$ cat config.mk
export PLATFORM = sky130hd
export DESIGN_NAME = mash_noise_cancel
export DESIGN_NICKNAME = d
export VERILOG_FILES = /design/src/rtl/mash_pkg.sv /design/src/rtl/mash_diff_stage.sv /design/src/rtl/mash_noise_cancel.sv
export SDC_FILE = /design/constraint.sdc
export NUM_CORES = 1
export LEC_CHECK = 0
export BUFFER_PORTS_ARGS = -buffer_cell sky130_fd_sc_hd__buf_2
export CELL_PAD_IN_SITES_DETAIL_PLACEMENT = 0
export CELL_PAD_IN_SITES_GLOBAL_PLACEMENT = 1
export CORE_ASPECT_RATIO = 1.4
export CORE_UTILIZATION = 50
export CTS_BUF_LIST = sky130_fd_sc_hd__clkbuf_16
export CTS_CLUSTER_SIZE = 30
export DETAILED_ROUTE_END_ITERATION = 8
export PLACE_DENSITY = 0.92
export RECOVER_POWER = 100
export SLEW_MARGIN = 5
export SYNTH_ARGS = -nofsm -noshare
export SYNTH_HDL_FRONTEND = slang
export SYNTH_HIERARCHICAL = 1
export SYNTH_SLANG_ARGS = --single-unit
$ cat constraint.sdc
create_clock -name i_clk -period 6.36 [get_ports i_clk]
set_clock_uncertainty 0.2 [all_clocks]
set_input_delay 1.272 -clock i_clk [delete_from_list [all_inputs] [get_ports i_clk]]
set_output_delay 1.272 -clock i_clk [all_outputs]
set_load 0.01 [all_outputs]
$ cat src/rtl/mash_pkg.sv
// rtl/mash_pkg.sv - shared constants and helpers for the MASH 1-1-1 noise canceller
package mash_pkg;

  localparam int MASH_STAGES = 3;

  localparam logic [1:0] ORD_1 = 2'd1;
  localparam logic [1:0] ORD_2 = 2'd2;
  localparam logic [1:0] ORD_3 = 2'd3;

  localparam int MASH_OUT_MIN = -3;
  localparam int MASH_OUT_MAX = 4;

  // Enabled cycles until every alignment and history register holds real data.
  function automatic int fill_count(input int stage_lat);
    return 2 * stage_lat + 3;
  endfunction

endpackage

$ cat src/rtl/mash_diff_stage.sv
// rtl/mash_diff_stage.sv - enabled first-difference y = x - x_z1
module mash_diff_stage #(
  parameter int P_WIDTH = 4
) (
  input  logic                      clk,
  input  logic                      rst_n,
  input  logic                      en,
  input  logic signed [P_WIDTH-1:0] x,
  output logic signed [P_WIDTH-1:0] y
);

  logic signed [P_WIDTH-1:0] x_z1;

  always_ff @(posedge clk or negedge rst_n) begin
    if (!rst_n) begin
      x_z1 <= '0;
    end else if (en) begin
      x_z1 <= x;
    end
  end

  assign y = x - x_z1;

endmodule

$ cat src/rtl/mash_noise_cancel.sv
// rtl/mash_noise_cancel.sv - MASH 1-1-1 recombiner: skew alignment, differentiators, output register
// Optional divider-word output is built when macro NCL_DIV_OUT_EN is defined.
module mash_noise_cancel
  import mash_pkg::*;
#(
  parameter int P_STAGE_LAT = 1,
  parameter int P_OUT_WIDTH = 4,
  parameter int P_INT_WIDTH = 8
) (
  input  logic                   i_clk,
  input  logic                   i_rst_n,
  input  logic                   i_en,
  input  logic [1:0]             i_order_sel,
  input  logic [MASH_STAGES-1:0] i_cout,
  output logic [P_OUT_WIDTH-1:0] o_mash_out,
  output logic                   o_valid
`ifdef NCL_DIV_OUT_EN
  ,
  input  logic [P_INT_WIDTH-1:0] i_n_int,
  output logic [P_INT_WIDTH-1:0] o_div
`endif
);

  localparam int FILL = fill_count(P_STAGE_LAT);
  localparam int CW   = $clog2(FILL + 1);

  if (P_OUT_WIDTH < 4 || MASH_OUT_MAX >= (1 << (P_OUT_WIDTH - 1)) ||
      MASH_OUT_MIN < -(1 << (P_OUT_WIDTH - 1)) || P_INT_WIDTH < P_OUT_WIDTH ||
      P_STAGE_LAT < 0 || P_STAGE_LAT > 4) begin : g_bad_param
    $error("mash_noise_cancel: parameter out of supported range");
  end

  logic                          c1a;
  logic                          c2a;
  logic signed [P_OUT_WIDTH-1:0] c1x;
  logic signed [P_OUT_WIDTH-1:0] c2x;
  logic signed [P_OUT_WIDTH-1:0] c3x;
  logic signed [P_OUT_WIDTH-1:0] d2;
  logic signed [P_OUT_WIDTH-1:0] d3_first;
  logic signed [P_OUT_WIDTH-1:0] d3;
  logic signed [P_OUT_WIDTH-1:0] sum;
  logic [CW-1:0]                 fill_cnt;
  logic [CW-1:0]                 fill_adv;

  // Earlier stages carry more pipeline skew, so they are delayed to line up with stage 3.
  if (P_STAGE_LAT == 0) begin : g_no_delay
    assign c1a = i_cout[0];
    assign c2a = i_cout[1];
  end else begin : g_delay
    logic [2*P_STAGE_LAT-1:0] c1_sr;
    logic [P_STAGE_LAT-1:0]   c2_sr;

    always_ff @(posedge i_clk or negedge i_rst_n) begin
      if (!i_rst_n) begin
        c1_sr <= '0;
        c2_sr <= '0;
      end else if (i_en) begin
        c1_sr[0] <= i_cout[0];
        for (int k = 1; k < 2 * P_STAGE_LAT; k++) c1_sr[k] <= c1_sr[k-1];
        c2_sr[0] <= i_cout[1];
        for (int k = 1; k < P_STAGE_LAT; k++) c2_sr[k] <= c2_sr[k-1];
      end
    end

    assign c1a = c1_sr[2*P_STAGE_LAT-1];
    assign c2a = c2_sr[P_STAGE_LAT-1];
  end

  assign c1x = {{(P_OUT_WIDTH-1){1'b0}}, c1a};
  assign c2x = {{(P_OUT_WIDTH-1){1'b0}}, c2a};
  assign c3x = {{(P_OUT_WIDTH-1){1'b0}}, i_cout[2]};

  mash_diff_stage #(.P_WIDTH(P_OUT_WIDTH)) u_diff_c2 (
    .clk(i_clk), .rst_n(i_rst_n), .en(i_en), .x(c2x), .y(d2)
  );

  // Two cascaded first differences give c3 - 2*c3_z1 + c3_z2.
  mash_diff_stage #(.P_WIDTH(P_OUT_WIDTH)) u_diff_c3a (
    .clk(i_clk), .rst_n(i_rst_n), .en(i_en), .x(c3x), .y(d3_first)
  );

  mash_diff_stage #(.P_WIDTH(P_OUT_WIDTH)) u_diff_c3b (
    .clk(i_clk), .rst_n(i_rst_n), .en(i_en), .x(d3_first), .y(d3)
  );

  always_comb begin
    sum = c1x;
    case (i_order_sel)
      ORD_1:        sum = c1x;
      ORD_2:        sum = c1x + d2;
      ORD_3, 2'd0:  sum = c1x + d2 + d3;
    endcase
  end

  assign fill_adv = (fill_cnt == CW'(FILL)) ? fill_cnt : fill_cnt + 1'b1;

  always_ff @(posedge i_clk or negedge i_rst_n) begin
    if (!i_rst_n) begin
      fill_cnt   <= '0;
      o_mash_out <= '0;
      o_valid    <= 1'b0;
    end else begin
      o_valid <= i_en && (fill_adv == CW'(FILL));
      if (i_en) begin
        fill_cnt   <= fill_adv;
        o_mash_out <= sum;
      end
    end
  end

`ifdef NCL_DIV_OUT_EN
  logic signed [P_INT_WIDTH-1:0] sum_ext;

  assign sum_ext = P_INT_WIDTH'(sum);

  always_ff @(posedge i_clk or negedge i_rst_n) begin
    if (!i_rst_n) begin
      o_div <= '0;
    end else if (i_en) begin
      o_div <= i_n_int + sum_ext;
    end
  end
`endif

endmodule
* Word level (Yosys, flattened, before mapping) *
Cells that the tools add are included.

cells by class
  add/sub/neg operators = 6
  $mul = 0
  divide/modulo/power cells = 0
  magnitude comparators = 0
  eq/ne operators = 5
  shift operators = 0
  multiplexer cells = 2
  bitwise logic cells = 0
  reductions and logical operators = 3

operator list
  kind                                                  count
  case mux 4 bit (3 select lines)                       1
  equality test 3 bit (second input constant)           2
  adder 2 x 4 -> 4 bit                                  1
  adder 4 bit                                           1
  equality test 2 bit (second input constant)           2
  subtractor 1 x 1 -> 2 bit                             2
  adder 3 x 1 -> 3 bit (second input constant)          1
  2-to-1 mux 3 bit                                      1
  subtractor 2 x 2 -> 3 bit                             1
  equality test 2 x 1 -> 1 bit (second input constant)  1
  logical NOT 2 bit                                     1
  OR reduction 2 bit                                    1
  logical AND 1 bit                                     1

storage, ports and cells
  register bits = 15
  bits in latches = 0
  bits in writable memories = 0
  ROM bits = 0
  input bits = 8
  output and inout port bits = 5
  logic and storage cells = 24
  memories kept = 0

* Depth between registers and ports, before layout *
Gate-level depths: netlist of run 1.

  word-level depth = 4
  mapped depth = 13
  gate-level depth less buffers = 13

* By module *
The synthesis of run 1 kept the hierarchy.

by module, submodules not included
  module             instances  cells an instance  area each (sq um)  sequential area each (sq um)
  mash_diff_stage    3          24                 256.5              100.1
  mash_noise_cancel  1          69                 721.9              275.3

* Worst setup path after synthesis of run 1 *
Ideal clock, no wire load.

  kind = in2reg
  start point = input i_cout[2]
  end point = register o_mash_out[2]
  setup time = 0.121 ns
  arrival = 3.373 ns
  data required time = 6.039 ns
  slack = 2.665 ns
  stages = 10
  buffers on the path = 0
  cell sequence = inv_1 > ha_1 > inv_1 > fa_1 > fa_1 > inv_1 > fa_1 > xnor2_1 > a22oi_1 > o2bb2ai_1

on the way
  cells in the longest elaborated chain, start to end = 4

RTL lines
  item                             line                      RTL
  start, declared                  mash_noise_cancel.sv:14   input logic [MASH_STAGES-1:0] i_cout,
  subtractor 1 x 1 -> 2 bit        mash_diff_stage.sv:22     assign y = x - x_z1;
  net d3_first[1]                  mash_noise_cancel.sv:39   logic signed [P_OUT_WIDTH-1:0] d3_first;
  subtractor 2 x 2 -> 3 bit        mash_diff_stage.sv:22
  net d3[1]                        mash_noise_cancel.sv:40   logic signed [P_OUT_WIDTH-1:0] d3;
  adder 4 bit                      mash_noise_cancel.sv:91   ORD_3, 2'd0: sum = c1x + d2 + d3;
  case mux 4 bit (3 select lines)  mash_noise_cancel.sv:88   case (i_order_sel)
  end signal, assigned             mash_noise_cancel.sv:106  o_mash_out <= sum;
  end, declared                    mash_noise_cancel.sv:15   output logic [P_OUT_WIDTH-1:0] o_mash_out,

The timed path passes the listed nets, and every way through them passes these cells.
A chain may end at the register's enable or synchronous reset.

* Final worst setup path of run 1 *
Same ends and word-level chain as after synthesis.

==> results.md, run 1 <==
* Buffer count from post-CTS setup fixing at 0
* Pwr/cell area at 364 mW/mm2
* Worst setup margin at 2.70 ns
* Slew HR at 15.9%
* GR Util All Layers at ~18%
* Largest net degree at the start of global routing at 30
* RSZ-0062 raised after global routing: no
* WL final at ~2.5 mm
* Hold Path Class: flip-flop to flip-flop
* Tcrit/Tclk final at 57.6%
* CTS tree: yes
* Clk network pwr share at about 22%
* DP Worst Slack at approximately 2.4 ns
* Depth of the CTS H-tree at 1
* Leak Pwr at about 0.84 nW
* CP required at between 6 and 7 ns
* Antenna diodes at 0
* Initial Util at 52.3%
* Clk pin slew, worst setup/hold paths at 0.06 ns
* Final setup violation count at 0
* First-pass GRT wire length at between 3 and 4 mm
* Row Count at 23
* CP endpoint kind: flip-flop
* Sw frac at ~36%
* Setup TNS at 0 ns
* Drt initial violations at 9
* Internal Power at 397 uW
* Max Cap Viol at 0
* Synth-to-layout area growth at 14.7%
* Total number of vias at approximately 1000
* Max VDD drop at 283 uV
* Gr busiest metal: met2
* TritonRoute pass-1 iters at 3
* Crit Path Class: input pin to flip-flop
* CTS Root Cell: clkbuf_16
* PortBufs at 12
* Met2 Usage GRT at between 20% and 30%
* Critical path cell sequence: buf_2, inv_1, ha_1, inv_1, fa_1, fa_1, inv_1, fa_1, xnor2_1, a22oi_1, o2bb2ai_1
* Placement Cell Area at approximately 0.0016 mm2
* Critical path arrival at 3.60 ns
* Initial antenna violation count at 0
* DRT antenna net count at 0
* Yosys reg bits at 23
* Maximum root-to-sink buffer count at 2
* Total gr overflow at 0
* Buf/Inv on CP at 4
* P_sw at between 200 and 250 uW
* Pins over their slew limit at 0
* Clock sinks at 23
* Hold Fails Final Rpt at 0
* Mapped Cells at 141
* Non-Filler Instances at a little over 200
* Global Route met1 Usage at around a fifth
* Die Area at between 0.003 and 0.004 mm2
* Yosys warning total at 6
* Mapped Area at about 0.0015 mm2
* CTS buffer count at 3
* Global placement routability congestion at 0.793
* Vias in the first global route at about 940
* Register area share after synthesis at 38.6%
* Multi-input logic area at around 870 um2
* Average wire per standard cell at around 12 um
* Sequential cell area at 576 um2
* Status: finished clean
* Post-CTS Hold Buffers at 0
* Vias/cell at 4.93
* Post-synth cell types at 26
* Tmin final at between 3 and 4 ns
* Seq pwr share at approximately a third
* Worst-path maximum fanout at 3
* Critical path launch point type: input pin
* Comb power frac at ~45%
* Core ar. at roughly 0.0028 mm2
* HPWL after detailed placement at ~1.9 mm
* Later-pin clock latency in the skew report at approximately 0.26 ns
* Max stage delay on crit path at slightly below 0.6 ns
* Largest delay share family, worst path: adder cells
* Die width at between 40 and 50 um
* Slowest cell on crit path: fa_1
* Post-CTS Resized at 0
* Layout cell share with drive strength beyond 1 at between 10% and 20%
* Synth Area per Inst at ~11 um2
* DRC errors left at 0
* IO Pins at 13
* Placed insts at around 200
* Met3 Usage GRT at under 10%
* Fin area at 0.00171 mm2
* Fmax at roughly 270 MHz
* Final core utilization at 60.0%
* Worst Tran Pin Value at between 1 and 1.5 ns
* # fillers at around 250
* Nets at 200
* Height of the die at ~67 um
-- through the flow --
stage          power, mW  hold slack, ns
2_1_floorplan      0.425           0.274
3_3_place_gp       0.473           0.273
3_5_place_dp       0.492           0.280
4_1_cts            0.635           0.294
5_1_grt            0.678           0.306
6_report           0.622           0.295
-- logic make-up after synthesis --
| logic type | synth area share [%] |
|---|---|
| fa+ha+maj | 20.5 |
| xor+xnor | 8.81 |
| other cells | 0.251 |
| buf+inv | 6.29 |
| simple gates | 6.29 |
| flops | 38.6 |
| mux | 7.55 |
| compound gates | 11.7 |
-- final timing paths --
kind / start / end / slack, ns / cells past startpoint
setup / recovery: i_cout[2] / o_mash_out[2] / 2.70 / 11
hold / removal: o_mash_out[1] / o_mash_out[1] / 0.30 / 1
setup reg to reg: u_diff_c3a/x_z1[0] / o_mash_out[2] / 3.45 / 9
hold reg to reg: o_mash_out[1] / o_mash_out[1] / 0.30 / 1
max in group asynchronous: i_rst_n / g_delay.c1_sr[0] / 4.15 / 1
min in group asynchronous: i_rst_n / fill_cnt[1] / 1.07 / 1
-- power by group through the flow --
stage	sequential [mW]	combinational, mW	clock, mW
2_1_floorplan	0.211	0.214	0
3_5_place_dp	0.209	0.283	0
3_3_place_gp	0.206	0.267	0
6_report	0.207	0.277	0.138
5_1_grt	0.211	0.318	0.148
4_1_cts	0.207	0.284	0.144
-- sequential cells by signal, indices dropped and copies added, names as in the netlist --
signal           count
o_valid              1
fill_cnt             3
u_diff_c3b/x_z1      4
g_delay.c1_sr        2
c2a                  1
o_mash_out           4
u_diff_c2/x_z1       4
u_diff_c3a/x_z1      4
-- Yosys cell counts --
master	instances	area [um2]
a22oi_1	3	22.5
nand2b_1	1	6.26
nor2_1	1	3.75
nand3_1	2	10.0
nand4b_1	1	8.76
buf_4	1	7.51
o2bb2ai_1	2	17.5
conb_1	1	3.75
a21oi_1	2	10.0
fa_1	4	80.1
a32oi_1	1	8.76
inv_1	23	86.3
ha_1	18	225
xor2_1	5	43.8
mux2_2	10	113
nand2_1	10	37.5
o211ai_1	1	7.51
xnor2_1	10	87.6
dfrtp_1	23	576
a21o_1	4	30.0
nand4_1	1	6.26
nor2b_1	1	6.26
a221oi_1	1	8.76
o21ai_0	9	45.0
nand3b_1	2	15.0
a31oi_1	4	25.0
-- layout make-up --
class | count | area share, %
inverter | 23 | 5.05
tap | 37 | 2.71
sequential | 23 | 33.7
multi-input combinational | 107 | 50.9
clock inverter | 1 | 0.293
clock buffer | 3 | 4.39
timing repair buffer | 12 | 3.00
-- worst register-to-register path, delay by kind of cell, from the launching register on --
family	cells	cell delay (ns)
compound gates	2	0.25
xor+xnor	1	0.13
fa+ha+maj	4	1.67
buf+inv	2	0.15
flops	1	0.38
-- cells in the final DEF (no fill, tap or decap), types with 2 or more instances in the layout --
master,Yosys,final
inv_1,23,23
dfrtp_1,23,23
ha_1,18,18
conb_1,1,14
nand2_1,10,10
mux2_2,10,10
xnor2_1,10,10
o21ai_0,9,9
clkbuf_1,0,7
xor2_1,5,5
buf_2,0,5
a21o_1,4,4
a31oi_1,4,4
fa_1,4,4
a22oi_1,3,3
clkbuf_16,0,3
nand3b_1,2,2
nand3_1,2,2
a21oi_1,2,2
o2bb2ai_1,2,2
-- per-layer routing --
| layer | routed length [um] | share of wire (%) | up-vias |
|---|---|---|---|
| li1 | - | - | 520 |
| met2 | 1290 | 51 | 12 |
| met3 | 40 | 1.6 | 7 |
| met1 | 1100 | 44 | 476 |
| met4 | 80 | 3.2 | 0 |
| met5 | 0 | 0 | - |
Power figures use the tool's default switching activity.
==> run 2: changes to the inputs <==
CORE_UTILIZATION = 47   (was 50)
PLACE_DENSITY = 0.87   (was 0.92)
clock period = 3.5 ns   (was 6.36 ns; I/O delays follow)
==> run 2 against run 1 <==
  * Total power is 80% higher
  * Flip-flop and latch count stayed put
  * First-iteration DRC count stayed put
  * Via count is 0.69% higher
  * Critical endpoint unchanged
  * Critical path depth stayed put
  * Count of clock-buffer cells in the layout stayed put
  * Setup slack worse by 2.2 ns
  * Highest routed layer unchanged
==> results.md, run 2 (synthesized netlist as in run 1, its figures left out) <==
* Worst-path maximum fanout at 3
* Nets at 200
* Max VDD drop at between 300 and 400 uV
* Core ar. at approximately 0.0029 mm2
* CP required at about 3.4 ns
* Die Area at 0.00341 mm2
* Commonest non-fill, non-tap cells in the layout: inv_1 (23), dfrtp_1 (23), ha_1 (18)
* First-pass GRT wire length at 4.06 mm
* Initial antenna violation count at 0
* Sw frac at 35.8%
* Setup TNS at 0 ns
* Hold WS at ~0.29 ns
* TritonRoute pass-1 iters at 4
* Clk pin slew, worst setup/hold paths at about 0.060 ns
* Worst Tran Pin Value at about 1.3 ns
* Vias in the first global route at 994
* Average wire per standard cell at 11.9 um
* Status: finished clean
* Total number of vias at between 1000 and 1500
* Global placement routability congestion at about 0.80
* Critical path launch point type: input pin
* Buffer count from post-CTS setup fixing at 0
* Placed insts at approximately 200
* CTS tree: yes
* IO Pins at 13
* Later-pin clock latency in the skew report at roughly 0.25 ns
* R2r startpoint: u_diff_c3a/x_z1[0]
* R2R cell count at 9
* Depth of the CTS H-tree at 1
* Pwr/cell area at 655 mW/mm2
* Height of the die at between 60 and 70 um
* Antenna diodes at 0
* DRT antenna net count at 0
* Comb power frac at approximately 45%
* Clock sinks at 23
* Pins over their slew limit at 0
* CTS Root Cell: clkbuf_16
* RSZ-0062 raised after global routing: no
* Tmin final at between 3 and 4 ns
* DRC errors left at 0
* Hold Crit Depth at 1
* Crit Path Class: input pin to flip-flop
* Fmax at 328 MHz
* Reg-to-reg slack, setup at roughly 0.64 ns
* Die width at about 50 um
* CP endpoint kind: flip-flop
* Hold Fails Final Rpt at 0
* Maximum root-to-sink buffer count at 2
* Final setup violation count at 0
* Critical path arrival at 2.99 ns
* CTS buffer count at 3
* Total gr overflow at 0
* Post-CTS Hold Buffers at 0
* Initial Util at between 50% and 60%
* Max Cap Viol at 0
* GR Util All Layers at 16.2%
* Hold Path Class: flip-flop to flip-flop
* Post-CTS Resized at 0
* Leak Pwr at around 0.84 nW
* Synth-to-layout area growth at 14.7%
* Internal Power at a little over 700 uW
* Seq pwr share at between 30% and 40%
* Non-Filler Instances at roughly 210
* Fin area at ~0.0017 mm2
* Drt initial violations at 9
* Tcrit/Tclk final at about 87%
* HPWL after detailed placement at about 1.9 mm
* Slew HR at 16.6%
* Hold Crit Start: o_mash_out[1]
* Largest net degree at the start of global routing at 30
* Layout cell share with drive strength beyond 1 at between 10% and 20%
* P_sw at about 400 uW
* PortBufs at 12
* Hold endpoint: o_mash_out[1]
* Row Count at 23
* Clk network pwr share at between 20% and 30%
* R2R Path End: o_mash_out[2]
* Vias/cell at 4.96
* WL final at 2.44 mm
* Placement Cell Area at between 0.0015 and 0.002 mm2
[run 2: cell counts in the layout (fill, tap and decap cells not counted)]
No cell type changed its count.
[run 2: stage by stage]
stage          setup WS [ns]  utilization (%)  power [mW]
6_report               0.452             58.3        1.12
5_1_grt                0.289             58.3        1.23
4_1_cts                0.437             58.6        1.14
3_5_place_dp           0.164             55.8       0.889
3_3_place_gp           0.201             55.8       0.859
2_1_floorplan          0.377                -       0.772
[run 2: cell type report]
cell class                 count  area [um2]
clock buffer                   3        75.1
clock inverter                 1        5.00
fill                         283        1220
inverter                      23        86.3
multi-input combinational    107         871
sequential                    23         576
tap                           37        46.3
timing repair buffer          12        51.3
[run 2: worst max path at each step]
stage                               end      start  slack, ns  cells after the start
after floorplan           o_mash_out[2]  i_cout[2]       0.38                     10
after global placement    o_mash_out[2]  i_cout[2]       0.20                     11
after detailed placement  o_mash_out[2]  i_cout[2]       0.16                     11
after CTS                 o_mash_out[2]  i_cout[2]       0.44                     11
after global routing      o_mash_out[2]  i_cout[2]       0.29                     11
final                     o_mash_out[2]  i_cout[2]       0.45                     11
[run 2: power groups by stage]
stage          registers [mW]  logic [mW]  clock network (mW)
3_3_place_gp            0.374       0.485                   0
4_1_cts                 0.376       0.513               0.256
2_1_floorplan           0.383       0.389                   0
5_1_grt                 0.385       0.581               0.266
6_report                0.376       0.501               0.244
3_5_place_dp            0.380       0.509                   0
[run 2: per-layer routing]
layer,up-vias,routed length (um),track usage [%],part of all wire (%)
li1,518,-,-,-
met1,479,976,17.4,40
met2,18,1310,28.9,54
met3,7,62,2.41,2.5
met4,0,90,11.8,3.7
met5,-,0,0,0
[run 2: worst max-delay path, stage by stage]
cell	delay, ns
buf_2	0.08
inv_1	0.03
ha_1	0.18
inv_1	0.08
fa_1	0.47
fa_1	0.58
inv_1	0.06
fa_1	0.43
xnor2_1	0.14
a22oi_1	0.14
o2bb2ai_1	0.08
